## config.mk

```make
export PLATFORM = sky130hd
export DESIGN_NAME = pc_sequencer_flat
export DESIGN_NICKNAME = d
export VERILOG_FILES = /design/src/rtl/pc_sequencer_if.sv /design/src/rtl/pc_sequencer.sv /design/src/flat_wrapper.sv
export SDC_FILE = /design/constraint.sdc
export NUM_CORES = 1
export LEC_CHECK = 0
export CORE_ASPECT_RATIO = 0.5
export CORE_UTILIZATION = 30
export CTS_CLUSTER_DIAMETER = 100
export CTS_CLUSTER_SIZE = 25
export DETAILED_ROUTE_END_ITERATION = 7
export MAX_ROUTING_LAYER = met4
export PLACE_DENSITY = 0.43
export SYNTH_ARGS = -nofsm -noshare
export SYNTH_HDL_FRONTEND = slang
export SYNTH_SLANG_ARGS = --single-unit
```

## constraint.sdc

```tcl
create_clock -name clock -period 12.7 [get_ports clock]
set_input_delay 2.54 -clock clock [delete_from_list [all_inputs] [get_ports clock]]
set_output_delay 2.54 -clock clock [all_outputs]
set_load 0.02 [all_outputs]
```

## src/rtl/pc_sequencer_if.sv

```systemverilog
// Descriptor handshake and PC-update bus between decode/execute and the PC sequencer.
interface pc_sequencer_if;
  logic        instr_valid;
  logic        instr_ready;
  logic [31:0] pc;
  logic        is_branch;
  logic        is_jump;
  logic        is_call;
  logic        is_ret;
  logic        cond_valid;
  logic        cond_zero;
  logic        pc_write;
  logic [1:0]  sig_pc_src;
  logic [31:0] return_address;

  modport master (
    output instr_valid, pc, is_branch, is_jump, is_call, is_ret, cond_valid, cond_zero,
    input  instr_ready, pc_write, sig_pc_src, return_address
  );

  modport slave (
    input  instr_valid, pc, is_branch, is_jump, is_call, is_ret, cond_valid, cond_zero,
    output instr_ready, pc_write, sig_pc_src, return_address
  );
endinterface

```

## src/rtl/pc_sequencer.sv

```systemverilog
// Fetch-stage PC update sequencer with a circular return-address stack.
// Define PC_SEQ_PERF_CNT_EN to build the stall/taken performance counters.
module pc_sequencer #(
  parameter int RAS_DEPTH = 8,
  parameter int CNT_W     = 4
) (
  input  logic              clock,
  input  logic              reset_n,
  pc_sequencer_if.slave     bus,
  input  logic              err_clear,
  output logic [CNT_W-1:0]  ras_count,
  output logic              ras_overflow,
  output logic              ras_underflow,
  output logic [15:0]       perf_stall_cnt,
  output logic [15:0]       perf_taken_cnt
);
  localparam int PTR_W = $clog2(RAS_DEPTH);

  typedef enum logic [1:0] {S_RUN, S_BRWAIT, S_UPDATE} state_t;
  state_t state;

  logic              instr_ready_q;
  logic              pc_write_q;
  logic [1:0]        src_q;
  logic [31:0]       ret_addr_q;
  logic [31:0]       ras_mem [RAS_DEPTH];
  logic [PTR_W-1:0]  ptr;
  logic [PTR_W-1:0]  top_idx, nxt_idx, ptr_nxt, waddr;
  logic [CNT_W-1:0]  cnt_nxt;
  logic              accept, ras_empty, ras_full, dec_branch;
  logic              do_pop, do_push, pop_ok, ovf_evt, unf_evt;
  logic [1:0]        dec_src;
  logic [31:0]       pc_plus4;

  always_comb begin
    accept     = (state == S_RUN) && bus.instr_valid;
    pc_plus4   = bus.pc + 32'd4;
    ras_empty  = (ras_count == '0);
    ras_full   = (ras_count == CNT_W'(RAS_DEPTH));
    top_idx    = (ptr == '0) ? PTR_W'(RAS_DEPTH-1) : ptr - PTR_W'(1);
    nxt_idx    = (ptr == PTR_W'(RAS_DEPTH-1)) ? '0 : ptr + PTR_W'(1);
    dec_branch = !bus.is_ret && bus.is_branch;
    do_pop     = accept && bus.is_ret;
    do_push    = accept && bus.is_call && !dec_branch;
    pop_ok     = do_pop && !ras_empty;
    unf_evt    = do_pop && ras_empty;
    ovf_evt    = do_push && !pop_ok && ras_full;

    if (bus.is_ret)                      dec_src = ras_empty ? 2'b00 : 2'b01;
    else if (bus.is_call || bus.is_jump) dec_src = 2'b11;
    else                                 dec_src = 2'b00;

    // Pop+push reuses the popped slot, so pointer and count stay put.
    ptr_nxt = ptr;
    cnt_nxt = ras_count;
    waddr   = ptr;
    if (pop_ok && do_push) begin
      waddr = top_idx;
    end else if (pop_ok) begin
      ptr_nxt = top_idx;
      cnt_nxt = ras_count - CNT_W'(1);
    end else if (do_push) begin
      ptr_nxt = nxt_idx;
      cnt_nxt = ras_full ? ras_count : ras_count + CNT_W'(1);
    end
  end

  always_ff @(posedge clock) begin
    if (do_push) ras_mem[waddr] <= pc_plus4;
  end

  always_ff @(posedge clock or negedge reset_n) begin
    if (!reset_n) begin
      state         <= S_RUN;
      instr_ready_q <= 1'b1;
      pc_write_q    <= 1'b0;
      src_q         <= 2'b00;
      ret_addr_q    <= '0;
      ras_count     <= '0;
      ptr           <= '0;
      ras_overflow  <= 1'b0;
      ras_underflow <= 1'b0;
    end else begin
      pc_write_q    <= 1'b0;
      ptr           <= ptr_nxt;
      ras_count     <= cnt_nxt;
      ras_overflow  <= (ras_overflow & ~err_clear) | ovf_evt;
      ras_underflow <= (ras_underflow & ~err_clear) | unf_evt;
      case (state)
        S_RUN: begin
          if (bus.instr_valid) begin
            instr_ready_q <= 1'b0;
            if (dec_branch) begin
              state <= S_BRWAIT;
            end else begin
              state      <= S_UPDATE;
              pc_write_q <= 1'b1;
              src_q      <= dec_src;
              if (pop_ok) ret_addr_q <= ras_mem[top_idx];
            end
          end
        end
        S_BRWAIT: begin
          if (bus.cond_valid) begin
            state      <= S_UPDATE;
            pc_write_q <= 1'b1;
            src_q      <= bus.cond_zero ? 2'b10 : 2'b00;
          end
        end
        S_UPDATE: begin
          state         <= S_RUN;
          instr_ready_q <= 1'b1;
        end
        default: begin
          state         <= S_RUN;
          instr_ready_q <= 1'b1;
        end
      endcase
    end
  end

  assign bus.instr_ready    = instr_ready_q;
  assign bus.pc_write       = pc_write_q;
  assign bus.sig_pc_src     = src_q;
  assign bus.return_address = ret_addr_q;

`ifdef PC_SEQ_PERF_CNT_EN
  logic [15:0] stall_q, taken_q;
  logic        stall_inc, taken_inc;

  // The accepting cycle of a branch counts as the first stall cycle.
  assign stall_inc = (state == S_BRWAIT) || (accept && dec_branch);
  assign taken_inc = (accept && !dec_branch && (dec_src != 2'b00)) ||
                     ((state == S_BRWAIT) && bus.cond_valid && bus.cond_zero);

  always_ff @(posedge clock or negedge reset_n) begin
    if (!reset_n) begin
      stall_q <= '0;
      taken_q <= '0;
    end else begin
      if (stall_inc && (stall_q != '1)) stall_q <= stall_q + 16'd1;
      if (taken_inc && (taken_q != '1)) taken_q <= taken_q + 16'd1;
    end
  end

  assign perf_stall_cnt = stall_q;
  assign perf_taken_cnt = taken_q;
`else
  assign perf_stall_cnt = '0;
  assign perf_taken_cnt = '0;
`endif
endmodule
```

## src/flat_wrapper.sv

```systemverilog
// flat-port wrapper written by rule: the top's interface ports become plain ports
module pc_sequencer_flat 
#(
  parameter int RAS_DEPTH = 8,
  parameter int CNT_W     = 4
)
  (clock, reset_n, err_clear, ras_count, ras_overflow, ras_underflow, perf_stall_cnt, perf_taken_cnt, bus_instr_valid, bus_pc, bus_is_branch, bus_is_jump, bus_is_call, bus_is_ret, bus_cond_valid, bus_cond_zero, bus_instr_ready, bus_pc_write, bus_sig_pc_src, bus_return_address);
  pc_sequencer_if bus_i ();
  input  logic clock;
  input  logic reset_n;
  input  logic err_clear;
  output logic [CNT_W-1:0] ras_count;
  output logic ras_overflow;
  output logic ras_underflow;
  output logic [15:0] perf_stall_cnt;
  output logic [15:0] perf_taken_cnt;
  input wire logic [$bits(bus_i.instr_valid)-1:0] bus_instr_valid;
  input wire logic [$bits(bus_i.pc)-1:0] bus_pc;
  input wire logic [$bits(bus_i.is_branch)-1:0] bus_is_branch;
  input wire logic [$bits(bus_i.is_jump)-1:0] bus_is_jump;
  input wire logic [$bits(bus_i.is_call)-1:0] bus_is_call;
  input wire logic [$bits(bus_i.is_ret)-1:0] bus_is_ret;
  input wire logic [$bits(bus_i.cond_valid)-1:0] bus_cond_valid;
  input wire logic [$bits(bus_i.cond_zero)-1:0] bus_cond_zero;
  output wire logic [$bits(bus_i.instr_ready)-1:0] bus_instr_ready;
  output wire logic [$bits(bus_i.pc_write)-1:0] bus_pc_write;
  output wire logic [$bits(bus_i.sig_pc_src)-1:0] bus_sig_pc_src;
  output wire logic [$bits(bus_i.return_address)-1:0] bus_return_address;
  assign bus_i.instr_valid = bus_instr_valid;
  assign bus_i.pc = bus_pc;
  assign bus_i.is_branch = bus_is_branch;
  assign bus_i.is_jump = bus_is_jump;
  assign bus_i.is_call = bus_is_call;
  assign bus_i.is_ret = bus_is_ret;
  assign bus_i.cond_valid = bus_cond_valid;
  assign bus_i.cond_zero = bus_cond_zero;
  assign bus_instr_ready = bus_i.instr_ready;
  assign bus_pc_write = bus_i.pc_write;
  assign bus_sig_pc_src = bus_i.sig_pc_src;
  assign bus_return_address = bus_i.return_address;
  pc_sequencer #(.RAS_DEPTH(RAS_DEPTH), .CNT_W(CNT_W)) u_core (.clock(clock), .reset_n(reset_n), .bus(bus_i), .err_clear(err_clear), .ras_count(ras_count), .ras_overflow(ras_overflow), .ras_underflow(ras_underflow), .perf_stall_cnt(perf_stall_cnt), .perf_taken_cnt(perf_taken_cnt));
endmodule
```

==> impl_metrics.ini <==
[status]
status = finished with violations
failed_checks = design-rule violations

[placement]
placedCellCount = 1584
place.port_buffers = 83
place_hpwl_um = 22470
placed_area_um2 = 14810
routabilityCongestion = 0.7879
dp_slack_ns = 6.463

[cts]
clk_pin_slew_ns = 0.10
clock_latency_ns = 0.52
cts_sinks = 303
cts_root_buf = clkbuf_16
clockBufferDepth = 3
cts_tree = done
hold_buffers = 0
post_cts_buffers = 0
cts_buffers = 16
cts_resized = 0
htreeDepth = 1

[floorplanning]
dieArea_um2 = 45890
die_h_um = 152.0
pin_count = 116
fp.dieW_um = 302.0
fp.coreArea_um2 = 43980
rows = 54
initial_core_util_pct = 30.68

[timing]
fmax_mhz = 175.6
setup_tns_ns = 0
period_minus_slack_ns = 5.696
finalCritPeriodShare_pct = 44.85
hold_ws_ns = 0.4987
worst_slew_pin_slew_ns = 1.170
slew_viol_final = 0
setup_viol = 0
finClkSkew_ns = 0.03244
rsz0062_at_grt = false
finalWorstSetupSlack_ns = 7.004
hold_viol = 0
slew_headroom_pct = 21.82

[logic_synthesis]
synthFlopType = edfxtp_1
ys_seq_area_share_pct = 65.69
ys_warn_count = 0
ys_ff_latch = 303
synth_cells = 964
synth_edf_count = 256
async_reset_ff_share_pct = 15.51
ys_types = 61
netlist_area_um2 = 13500
yosysTopAreaCell = edfxtp_1
synth.area.top_cells = edfxtp_1 (57%), dfrtp_1 (8.5%), mux2i_1 (6.5%)
netlist.area_leader.share_pct = 56.96
avgSynthCellArea_um2 = 14.00

[drt]
dr.pass1.iters = 7
vias = 8216
drtAntennaViolNets = 0
wirelength_um = 37350
drt_iter0_drc = 606
routed_via_density = 5.097
drc_errors = 9
wire_per_inst_um = 23.17

[global_routing]
grt.overflow.total = 0
antenna_found_initial = 0
grt_pass1_wl_um = 55810
grt_pass1_vias = 8316
grt_max_degree = 65
grtUsageTotal_pct = 16.79

[final_layout]
seq_area_um2 = 8869
utilization_pct = 34.79
area_growth_pct = 13.39
multi_input_area_um2 = 4195
fin_cells = 1612
nFillCells = 4224
drive_gt1_share_pct = 6.738
num_antenna_cells = 0
nets = 1065
post-route-cell-area_um2 = 15300

[critical_path]
path_class = in -> reg
worst_setup_path_start_kind = input port
critPathSlowestCell = nor2_4
cp_cell_sequence = clkdlybuf4s50_1 > nor3b_1 > and3_1 > ha_1 > or4b_1 > a21oi_1 > o21ai_1 > nor2_4
path_max_fanout = 32
cp.arrival_ns = 5.83
crit_required_ns = 12.84
worstSetupEndpointType = register
slowest_delay_ns = 0.90

[pwr]
p_per_area_nw_per_um2 = 203.3
power_leakage_nw = 4.901
ir_drop_mv = 0.09609
power_mw = 3.110

[job]
maxCapViolCount = 0

[hold_path]
hp-class = reg -> reg
-- cell usage in the layout, fill, tap and decap left out, types with 17 or more instances in the layout --
master           instances
a31oi_1                 22
dfrtp_1                 45
o32ai_1                 20
clkbuf_16               17
xnor2_1                 27
nand2_1                 28
mux2i_1                 88
a21oi_1                 43
o21ai_0                 29
nand2b_1                18
a22oi_1                 50
edfxtp_1               256
clkdlybuf4s50_1         82
conb_1                  32
nor3_1                  17
a211oi_1                21
-- cells in the mapped netlist (all sizes together) (20+ instances only) --
| library cell | instances |
|---|---|
| edfxtp | 256 |
| mux2i | 88 |
| buf | 68 |
| a22oi | 50 |
| a21oi | 46 |
| dfrtp | 46 |
| o21ai | 35 |
| clkbuf | 30 |
| nand2 | 30 |
| xnor2 | 27 |
| a211oi | 22 |
| a31oi | 22 |
| o32ai | 20 |
-- report_power, final --
group | switching (mW) | internal [mW] | total (mW)
clock network | 0.323 | 0.258 | 0.580
logic | 0.796 | 0.464 | 1.26
registers | 0.0848 | 1.19 | 1.27
total | 1.20 | 1.91 | 3.11
-- path summary, 6_finish.rpt --
| kind | start | endpoint | slack [ns] | cells past startpoint |
|---|---|---|---|---|
| min in group asynchronous | reset_n | u_core.bus.sig_pc_src[1] | 2.16 | 2 |
| worst min register to register | u_core.bus.instr_ready | u_core.bus.instr_ready | 0.50 | 2 |
| max in group asynchronous | reset_n | u_core.ptr[0] | 9.91 | 2 |
| worst max-delay path | bus_instr_valid | u_core.ras_mem[3][3] | 7.00 | 8 |
| worst min-delay path | u_core.bus.instr_ready | u_core.bus.instr_ready | 0.50 | 2 |
| worst max register to register | u_core.ptr[0] | u_core.ras_mem[7][3] | 8.30 | 6 |
-- final cells by class --
cell class                      instances  area share [%]
Sequential cell                       303           57.96
Multi-Input combinational cell        577           27.42
Timing Repair Buffer                   99           6.182
Tap cell                              588           4.808
Clock buffer                           27           3.025
Inverter                               17          0.4170
Clock inverter                          1          0.1962
-- routing by layer --
metal  up-vias  global-route usage [%]  part of all wire [%]
met1      4222                   22.73                    48
met2       156                   27.41                    48
li1       3811                       -                     -
met3        27                   2.302                   3.1
met5         -                       -                     0
met4         0                   2.237                   1.2
-- cell families after synthesis --
| group | count (synthesis) | synth area share (%) |
|---|---|---|
| buf+inv | 115 | 4.617 |
| xor+xnor | 31 | 2.012 |
| compound gates | 245 | 12.52 |
| other cells | 1 | 0.02779 |
| fa+ha+maj | 9 | 0.8344 |
| flops | 303 | 65.69 |
| mux | 91 | 6.777 |
| simple gates | 169 | 7.528 |
-- worst max-delay path, delay by kind of cell --
family / cells / cell delay (ns)
buf+inv: 1 / 0.52
compound gates: 2 / 0.32
fa+ha+maj: 1 / 0.45
simple gates: 4 / 1.98
-- registers in the layout (all words and copies together) (netlist names), 2 cells and up --
signal,flops
u_core.ras_mem,256
u_core.state,2
u_core.bus.return_address,32
u_core.bus.sig_pc_src,2
u_core.ptr,3
u_core.ras_count,4
Power figures use the tool's default switching activity.
